$ cat config.mk
export PLATFORM = sky130hd
export DESIGN_NAME = serial_tx_scheduler
export DESIGN_NICKNAME = d
export VERILOG_FILES = /design/src/rtl/serial_tx_pkg.sv /design/src/rtl/rr_arbiter.sv /design/src/rtl/serial_tx_scheduler.sv
export SDC_FILE = /design/constraint.sdc
export NUM_CORES = 1
export LEC_CHECK = 0
export ABC_AREA = 1
export CORE_ASPECT_RATIO = 0.6
export CORE_MARGIN = 4
export CORE_UTILIZATION = 30
export DETAILED_ROUTE_END_ITERATION = 6
export DONT_BUFFER_PORTS = 1
export PLACE_DENSITY_LB_ADDON = 0.05
export SLEW_MARGIN = 10
export SYNTH_ARGS = -nofsm -noshare
export SYNTH_HDL_FRONTEND = slang
export SYNTH_HIERARCHICAL = 1
export SYNTH_SLANG_ARGS = --single-unit
$ cat constraint.sdc
create_clock -name clk -period 2.1 [get_ports clk]
set_input_delay 0.42 -clock clk [delete_from_list [all_inputs] [get_ports clk]]
set_output_delay 0.42 -clock clk [all_outputs]
set_load 0.02 [all_outputs]
$ cat src/rtl/serial_tx_pkg.sv
// Shared constants, FSM state type and width helper for the serial transmit scheduler.
package serial_tx_pkg;

  localparam int unsigned FRAME_BITS = 8;

  typedef enum logic [1:0] {IDLE, LOAD, RUN} state_t;

  // Bits needed to index 'value' entries, never below one.
  function automatic int unsigned clog2(input int unsigned value);
    int unsigned w;
    w = 1;
    while ((32'd1 << w) < value) w++;
    return w;
  endfunction

endpackage

$ cat src/rtl/rr_arbiter.sv
// Combinational round-robin arbiter: searches from ptr+1 upward, wrapping modulo NUM_REQ.
module rr_arbiter
  import serial_tx_pkg::*;
#(
  parameter int unsigned NUM_REQ = 2,
  parameter int unsigned IDX_W   = clog2(NUM_REQ)
) (
  input  logic [NUM_REQ-1:0] req,
  input  logic [IDX_W-1:0]   ptr,
  input  logic               enable,
  output logic [NUM_REQ-1:0] grant,
  output logic [IDX_W-1:0]   idx
);

  logic             found;
  logic [IDX_W-1:0] cand;

  always_comb begin
    grant = '0;
    idx   = '0;
    found = 1'b0;
    cand  = '0;
    for (int unsigned k = 1; k <= NUM_REQ; k++) begin
      cand = IDX_W'((32'(ptr) + k) % NUM_REQ);
      if (enable && !found && req[cand]) begin
        grant[cand] = 1'b1;
        idx         = cand;
        found       = 1'b1;
      end
    end
  end

endmodule

$ cat src/rtl/serial_tx_scheduler.sv
// Round-robin scheduler sharing one 8-bit PISO shift register between requesters,
// with per-bit qualifiers aligned to the shift register's serial output.
module serial_tx_scheduler
  import serial_tx_pkg::*;
#(
  parameter  int unsigned NUM_REQ    = 2,
  parameter  int unsigned GAP_CYCLES = 0,
  localparam int unsigned SRC_W      = clog2(NUM_REQ)
) (
  input  logic                   clk,
  input  logic                   rst,
  input  logic [NUM_REQ-1:0]     req_valid,
  input  logic [8*NUM_REQ-1:0]   req_data,
  output logic [NUM_REQ-1:0]     req_ready,
  output logic                   sr_load,
  output logic [FRAME_BITS-1:0]  sr_data_in,
  output logic                   bit_valid,
  output logic                   bit_first,
  output logic                   bit_last,
  output logic [SRC_W-1:0]       bit_src,
  output logic                   busy
);

  localparam int unsigned     PERIOD   = FRAME_BITS + GAP_CYCLES;
  localparam int unsigned     CNT_W    = clog2(PERIOD);
  localparam int unsigned     WIN_W    = clog2(FRAME_BITS);
  localparam logic [CNT_W-1:0] CNT_LAST = CNT_W'(PERIOD - 1);
  localparam logic [WIN_W-1:0] WIN_LAST = WIN_W'(FRAME_BITS - 1);
  localparam logic [WIN_W-1:0] WIN_PRE  = WIN_W'(FRAME_BITS - 2);

  state_t             state;
  logic [CNT_W-1:0]   cnt;
  logic [SRC_W-1:0]   ptr;
  logic [SRC_W-1:0]   pend_src;
  logic [SRC_W-1:0]   win_idx;
  logic [SRC_W-1:0]   arm_src;
  logic [WIN_W-1:0]   win_cnt;
  logic [NUM_REQ-1:0] grant;
  logic               window_c;
  logic               hs_c;
  logic               arm;

  // Grants only while idle or in the last cycle of the load period; silent during reset.
  assign window_c = !rst && ((state == IDLE) || ((state == RUN) && (cnt == CNT_LAST)));

  rr_arbiter #(
    .NUM_REQ (NUM_REQ),
    .IDX_W   (SRC_W)
  ) u_arb (
    .req    (req_valid),
    .ptr    (ptr),
    .enable (window_c),
    .grant  (grant),
    .idx    (win_idx)
  );

  assign req_ready = grant;
  assign hs_c      = |(req_valid & grant);

  // Load-spacing FSM; a handshake always leads to a one-cycle LOAD.
  always_ff @(posedge clk or posedge rst) begin
    if (rst) begin
      state      <= IDLE;
      cnt        <= '0;
      ptr        <= SRC_W'(NUM_REQ - 1);
      pend_src   <= '0;
      sr_load    <= 1'b0;
      sr_data_in <= '0;
    end else begin
      sr_load <= 1'b0;
      if (hs_c) begin
        sr_data_in <= req_data[32'(win_idx)*8 +: 8];
        pend_src   <= win_idx;
        ptr        <= win_idx;
        sr_load    <= 1'b1;
        state      <= LOAD;
      end else begin
        case (state)
          LOAD: begin
            state <= RUN;
            cnt   <= CNT_W'(1);
          end
          RUN: begin
            if (cnt == CNT_LAST) state <= IDLE;
            else                 cnt   <= cnt + CNT_W'(1);
          end
          default: state <= IDLE;
        endcase
      end
    end
  end

  // Bit-window tracker: arm stage holds the next frame's source while the current one drains.
  always_ff @(posedge clk or posedge rst) begin
    if (rst) begin
      arm       <= 1'b0;
      arm_src   <= '0;
      win_cnt   <= '0;
      bit_valid <= 1'b0;
      bit_first <= 1'b0;
      bit_last  <= 1'b0;
      bit_src   <= '0;
      busy      <= 1'b0;
    end else begin
      arm       <= sr_load;
      arm_src   <= pend_src;
      bit_first <= arm;
      busy      <= hs_c || sr_load || arm || (bit_valid && (win_cnt != WIN_LAST));
      if (arm) begin
        bit_valid <= 1'b1;
        bit_last  <= 1'b0;
        win_cnt   <= '0;
        bit_src   <= arm_src;
      end else if (bit_valid) begin
        if (win_cnt == WIN_LAST) begin
          bit_valid <= 1'b0;
          bit_last  <= 1'b0;
        end else begin
          win_cnt  <= win_cnt + WIN_W'(1);
          bit_last <= (win_cnt == WIN_PRE);
        end
      end
    end
  end

endmodule

==> results.md, run 1 <==
- Result of the run: completed
- NetSw: 687 µW
- Final design utilization: 0.367
- TritonCTS sink count: 26
- TritonCTS clock tree: built
- Global route overflow: 0
- Worst reg2reg path startpoint: cnt[1]
- Crit path required time: 1.68 ns
- Synthesized netlist cell count: 143
- Starting utilization of the core area: 0.315
- Crit path DAT: 1.61 ns
- Post-DP HPWL: 2.00 mm
- Remaining DRCs: 0
- Die W: 93.4 µm
- Number of antenna violations at the first check in global routing: 0
- Non-filler instance count after layout: 212
- Number of core rows: 18
- Fraction of final layout cells sized beyond drive strength 1: 0.263
- Finish-stage setup viols: 0
- Actual transition at the worst max-transition pin: 0.388 ns
- Pwr dens: 1130 nW/µm²
- Ant diodes: 0
- TritonRoute pass-1 iters: 4
- Initial drt markers: 15
- Portion of total power attributed to combinational logic: 0.272
- Fraction of power spent switching nets: 0.398
- Routed Wire Length: 2.71 mm
- Synthesis-stage register bit count: 26
- Leak: 0.000774 µW
- H-tree levels: 1
- Via count of the routed design: 898
- Largest fanout on the critical path: 2
- VDD IR-drop max: 352 µV
- Clk network pwr share: 0.184
- Growth of design area from synthesis to finish: 16.7%
- Class of the most critical hold timing path: input port to asynchronous set/reset pin
- Endpoint of the most critical register-to-register path: sr_data_in[7]
- RSZ-0062 raised after global routing: true
- Worst reg-to-reg path cell count: 12
- Post-synthesis instance area: 1310 µm²
- Post-route cell area: 1530 µm²
- Sequential fraction of design power: 0.545
- Reg2reg setup slack: 0.19 ns
- Clock Tree Buf Depth: 2
- Internal Pwr Total: 1040 µW
- Register clock-pin slew on the reported worst setup and hold paths: 0.09 ns
- Design Power: 1730 µW
- Tcrit/Tclk final: 0.965
- Placed instance count: 204
- Yosys cell types: 17
- Placed Area: 1390 µm²
- Maximum number of pins on one net before global-route repair: 18
- Number of max-capacitance violations reported: 0
- Placeable core region: 4170 µm²
- Count of final max-slew check failures: 0
- Weighted congestion reported at the end of routability-driven placement: 0.702
- Via-per-instance ratio: 4.24
- Maximum clock frequency: 493 MHz
- Total Nets Final: 181
- Portion of the post-synthesis area used by sequential elements: 0.497
- Final antenna-violating net count: 0
- Vertical die dimension: 59.2 µm
- Yosys warning count: 6
- Die ar.: 5530 µm²
- Mean instance size in the synthesized netlist: 9.17 µm²
- Root buf cell: clkbuf_8
- Skew-Pair Late Insertion Delay: 0.27 ns
- Hold buffers post-CTS: 0
- Post-route clock skew: 0.00419 ns
- Critical Path Start Type: flop
- I/O pin count: 36
- Total Routing Usage GR: 0.103
- Quantity of I/O buffers inserted on ports: 0
- Tmin final: 2.03 ns
- Number of nets in the synthesized netlist: 171
- Worst hold margin: 0.00947 ns
- Number of global-route vias before repair: 904
- Global-route wire length before repair: 4.40 mm
- Nature of the critical path endpoint: output port
- Clock buffers created by TritonCTS: 3
- Number of hold violations in the final report: 0
- Category of the most critical setup path: flop to output port
- Worst rel slew slack: 0.741
- WL/cell: 12.8 µm
-- power by group through the flow --
stage                     clock (µW)  combinational (µW)  sequential [µW]
after floorplan                    0                 353              910
after global placement             0                 424              957
after detailed placement           0                 428              951
after CTS                        333                 436              945
after global routing             357                 545              962
final                            317                 469              941
-- synthesized netlist by cell type --
| cell type | count | area (µm²) |
|---|---|---|
| dfrtp_1 | 25 | 626 |
| o21ai_0 | 7 | 35.0 |
| nand2_4 | 1 | 11.3 |
| inv_1 | 19 | 71.3 |
| nand2_2 | 3 | 18.8 |
| dfstp_2 | 1 | 26.3 |
| nor2_2 | 2 | 12.5 |
| nand2_1 | 52 | 195 |
| o21ai_1 | 1 | 5.00 |
| o211ai_2 | 8 | 100 |
| nand3_1 | 4 | 20.0 |
| buf_6 | 3 | 33.8 |
| buf_12 | 1 | 20.0 |
| a21oi_1 | 5 | 25.0 |
| inv_2 | 1 | 3.75 |
| ha_1 | 8 | 100 |
| nor2_1 | 2 | 7.51 |
-- logic make-up after synthesis --
kind of cell,synth area share
adder cells (fa/ha/maj),0.0763
AND/OR/NAND/NOR,0.202
flip-flops,0.497
AO/OA/AOI/OAI,0.126
buffers and inverters,0.0983
-- through the flow --
step / setup TNS [ns] / setup WS (ns)
floorplan: 0 / 0.0137
global placement: 0 / 0.169
detailed placement: 0 / 0.0485
CTS: 0 / 0.00476
global route: -0.0197 / -0.0131
finish: 0 / 0.0729
-- cells in the final DEF (no fill, tap or decap) --
cell / n
nand2_1: 49
clkbuf_8: 4
ha_4: 2
o21ai_1: 1
inv_1: 18
nand3_1: 4
nor2_2: 2
o211ai_2: 8
inv_2: 2
a21oi_4: 1
ha_1: 5
ha_2: 1
nand2_4: 2
o21ai_0: 7
a21oi_1: 1
dfstp_2: 1
nand2_2: 5
a21oi_2: 3
nor2_1: 2
dfrtp_1: 25
buf_12: 1
buf_4: 8
-- final cells by class --
type | count | area, µm²
clock buffer | 4 | 55.1
fill | 442 | 2640
inverter | 20 | 75.1
multi-input combinational | 93 | 593
sequential | 26 | 652
tap | 60 | 75.1
timing repair buffer | 9 | 80.1
-- worst max path at each step --
stage / from / to / slack, ns / cells past startpoint
2_1_floorplan: state[0] / sr_data_in[1] / 0.01 / 12
3_3_place_gp: state[0] / sr_data_in[1] / 0.17 / 11
3_5_place_dp: state[0] / sr_data_in[7] / 0.05 / 11
4_1_cts: cnt[0] / req_ready[1] / 0.005 / 7
5_1_grt: cnt[1] / req_ready[1] / -0.01 / 7
6_report: cnt[1] / req_ready[1] / 0.07 / 7
-- state kept, by name, indices dropped and copies added (netlist names) --
signal,flops
bit_valid,1
ptr,1
sr_data_in,8
busy,1
bit_src,1
state,2
arm,1
pend_src,1
win_cnt,3
sr_load,1
bit_last,1
bit_first,1
arm_src,1
cnt,3
-- critical path: stages (launching register included) --
cell	delay, ns
dfrtp_1	0.37
ha_2	0.21
ha_4	0.16
nand2_4	0.06
a21oi_4	0.16
nand2_2	0.08
a21oi_2	0.14
buf_4	0.16
-- timing repair --
item,in CTS,in global routing
buffers inserted,0,4
endpoints found under the hold margin,0,0
resized for setup,5,9
setup endpoints to repair,2,2
pin swaps,0,6
-- metal layers --
layer  track usage  routed length [µm]
met5             0                   0
met4        0.0125                  10
met3        0.0495                 200
met2         0.151                1130
met1         0.143                1360
(Power assumes the default switching activity.)
==> inputs of run 2 (changes only) <==
Settings changed: CTS_CLUSTER_SIZE from default to 8, RECOVER_POWER from default to 50.
==> run 2 against run 1 <==
Net effect:
- first-iteration DRC count down 6.7%
- cell area shrank 0.25%
- critical path depth did not move
- via count grew 0.11%
- global-route usage did not move
- combinational power about the same
- register-to-register slack about the same
- clock skew barely moved
- final cell count unchanged
==> results.md, run 2 (synthesis gave the netlist of run 1 again) <==
- Worst reg2reg path startpoint: cnt[1]
- Largest fanout on the critical path: 2 (unchanged)
- Number of antenna violations at the first check in global routing: 0 (unchanged)
- Placeable core region: 4170 µm² (unchanged)
- Worst hold margin: 0.00830 ns (-0.00117 ns)
- Global route overflow: 0 (unchanged)
- Leak: 0.000771 µW (-0.47%)
- Post-route clock skew: 0.00432 ns (+0.000125 ns)
- Regs by FF count: sr_data_in: 8 flops, cnt: 3 flops, win_cnt: 3 flops
- Register clock-pin slew on the reported worst setup and hold paths: 0.09 ns (about the same)
- Met3 usage: 0.0495 (unchanged)
- Busiest layer in global routing: met2
- Worst slack, placed: 0.0485 ns (unchanged)
- Hold buffers post-CTS: 0 (unchanged)
- Clock buffers created by TritonCTS: 3 (unchanged)
- TritonCTS clock tree: built
- Maximum clock frequency: 493 MHz (about the same)
- Count of final max-slew check failures: 0 (unchanged)
- Class of the most critical hold timing path: input port to asynchronous set/reset pin
- TritonCTS sink count: 26 (unchanged)
- Die ar.: 5530 µm² (unchanged)
- RSZ-0062 raised after global routing: true
- TritonRoute pass-1 iters: 4 (unchanged)
- Number of hold violations in the final report: 0 (unchanged)
- Quantity of I/O buffers inserted on ports: 0 (unchanged)
- Design Power: 1720 µW (-0.19%)
- Root buf cell: clkbuf_8
- Launch point of the critical path: cnt[1]
- Crit path required time: 1.68 ns (about the same)
- M1 GR Usage: 0.143 (unchanged)
- Result of the run: completed
- WL/cell: 12.7 µm (-0.26%)
- Accumulated negative setup slack: 0 ns (unchanged)
- Finish-stage setup viols: 0 (unchanged)
- Top library cells by usage in the layout, fill and taps aside: 49 x nand2_1, 25 x dfrtp_1, 18 x inv_1
- Via count of the routed design: 899 (+0.11%)
- Pwr dens: 1130 nW/µm² (about the same)
- Total Nets Final: 181 (unchanged)
- Clock Tree Buf Depth: 2 (unchanged)
- Ant diodes: 0 (unchanged)
- Post-DP HPWL: 2.00 mm (unchanged)
- Leading cell type in the layout, fill and taps excluded: nand2_1
- Total Routing Usage GR: 0.103 (unchanged)
- Crit path DAT: 1.61 ns (about the same)
- Final antenna-violating net count: 0 (unchanged)
- Multi-input gate area in the final layout: 593 µm² (unchanged)
- Number of max-capacitance violations reported: 0 (unchanged)
- Category of the most critical setup path: flop to output port
- Vertical die dimension: 59.2 µm (unchanged)
- Routed Wire Length: 2.70 mm (-0.26%)
- Tcrit/Tclk final: 0.965 (about the same)
- Most flops, register: sr_data_in
- Tmin final: 2.03 ns (+0.0000316 ns)
- VDD IR-drop max: 352 µV (about the same)
- Fraction of final layout cells sized beyond drive strength 1: 0.257 (-0.00658)
- Starting utilization of the core area: 0.315 (unchanged)
- Worst rel slew slack: 0.387 (-0.354)
- Initial drt markers: 14 (-1)
- H-tree levels: 1 (unchanged)
- Weighted congestion reported at the end of routability-driven placement: 0.702 (unchanged)
- Via-per-instance ratio: 4.24 (+0.11%)
- Filler instances: 444 (+0.45%)
- Skew-Pair Late Insertion Delay: 0.27 ns (about the same)
- Max FFs per register: 8 (unchanged)
- Register area: 652 µm² (unchanged)
- Met2 Usage GRT: 0.151 (unchanged)
- Growth of design area from synthesis to finish: 16.4%
- I/O pin count: 36 (unchanged)
- Actual transition at the worst max-transition pin: 0.919 ns (+0.532 ns)
- Nature of the critical path endpoint: output port
- Maximum number of pins on one net before global-route repair: 18 (unchanged)
- Die W: 93.4 µm (unchanged)
- Worst-case setup margin in the final layout: 0.0729 ns (-0.0000316 ns)
- Number of core rows: 18 (unchanged)
- Number of global-route vias before repair: 904 (unchanged)
- Critical Path Start Type: flop
- Global-route wire length before repair: 4.40 mm (unchanged)
- Remaining DRCs: 0 (unchanged)
[run 2: metal layers]
layer	wire, µm	vias to the layer above
met5	0	-
met4	10	0
met3	200	2
met2	1130	23
met1	1360	406
li1	-	468
[run 2: cell type report]
| class | count | area share |
|---|---|---|
| sequential | 26 | 0.427 |
| inverter | 20 | 0.0492 |
| timing repair buffer | 9 | 0.0500 |
| multi-input combinational | 93 | 0.389 |
| clock buffer | 4 | 0.0361 |
| tap | 60 | 0.0492 |
[run 2: worst paths after layout]
path,to,slack (ns),cells past startpoint
min in group clk,sr_data_in[3],0.29,2
min reg2reg,arm_src,0.40,0
min,busy,0.008,1
max in group asynchronous,sr_data_in[1],0.93,2
max,req_ready[1],0.07,7
max reg2reg,sr_data_in[7],0.19,12
[run 2: where the power goes]
part           switching, µW  total [µW]  internal [µW]  leakage [µW]
sequential               260         941            681      0.000326
combinational            276         466            190      0.000416
clock                    150         318            167     0.0000288
[run 2: per-stage QoR]
stage          std cells  utilization  area (µm²)
3_5_place_dp         204        0.333        1390
5_1_grt              212        0.366        1530
6_report             212        0.366        1530
4_1_cts              208        0.350        1460
2_1_floorplan        143            -        1310
3_3_place_gp         204        0.333        1390
[run 2: worst max-delay path, stage by stage (launching register included)]
cell	delay, ns
dfrtp_1	0.37
ha_2	0.21
ha_4	0.16
nand2_4	0.06
a21oi_4	0.16
nand2_2	0.08
a21oi_2	0.14
buf_4	0.16
[run 2: timing repair]
item,in CTS,in global routing
buffers inserted,0,4
endpoints found under the setup margin,2,2
resized for setup,5,9
pin swaps,0,6
==> inputs of run 3 (changes only) <==
Settings changed: SLEW_MARGIN 10 to 15.
==> results of run 3 <==
The final DEF is identical to that of run 2; final timing and power are the same.
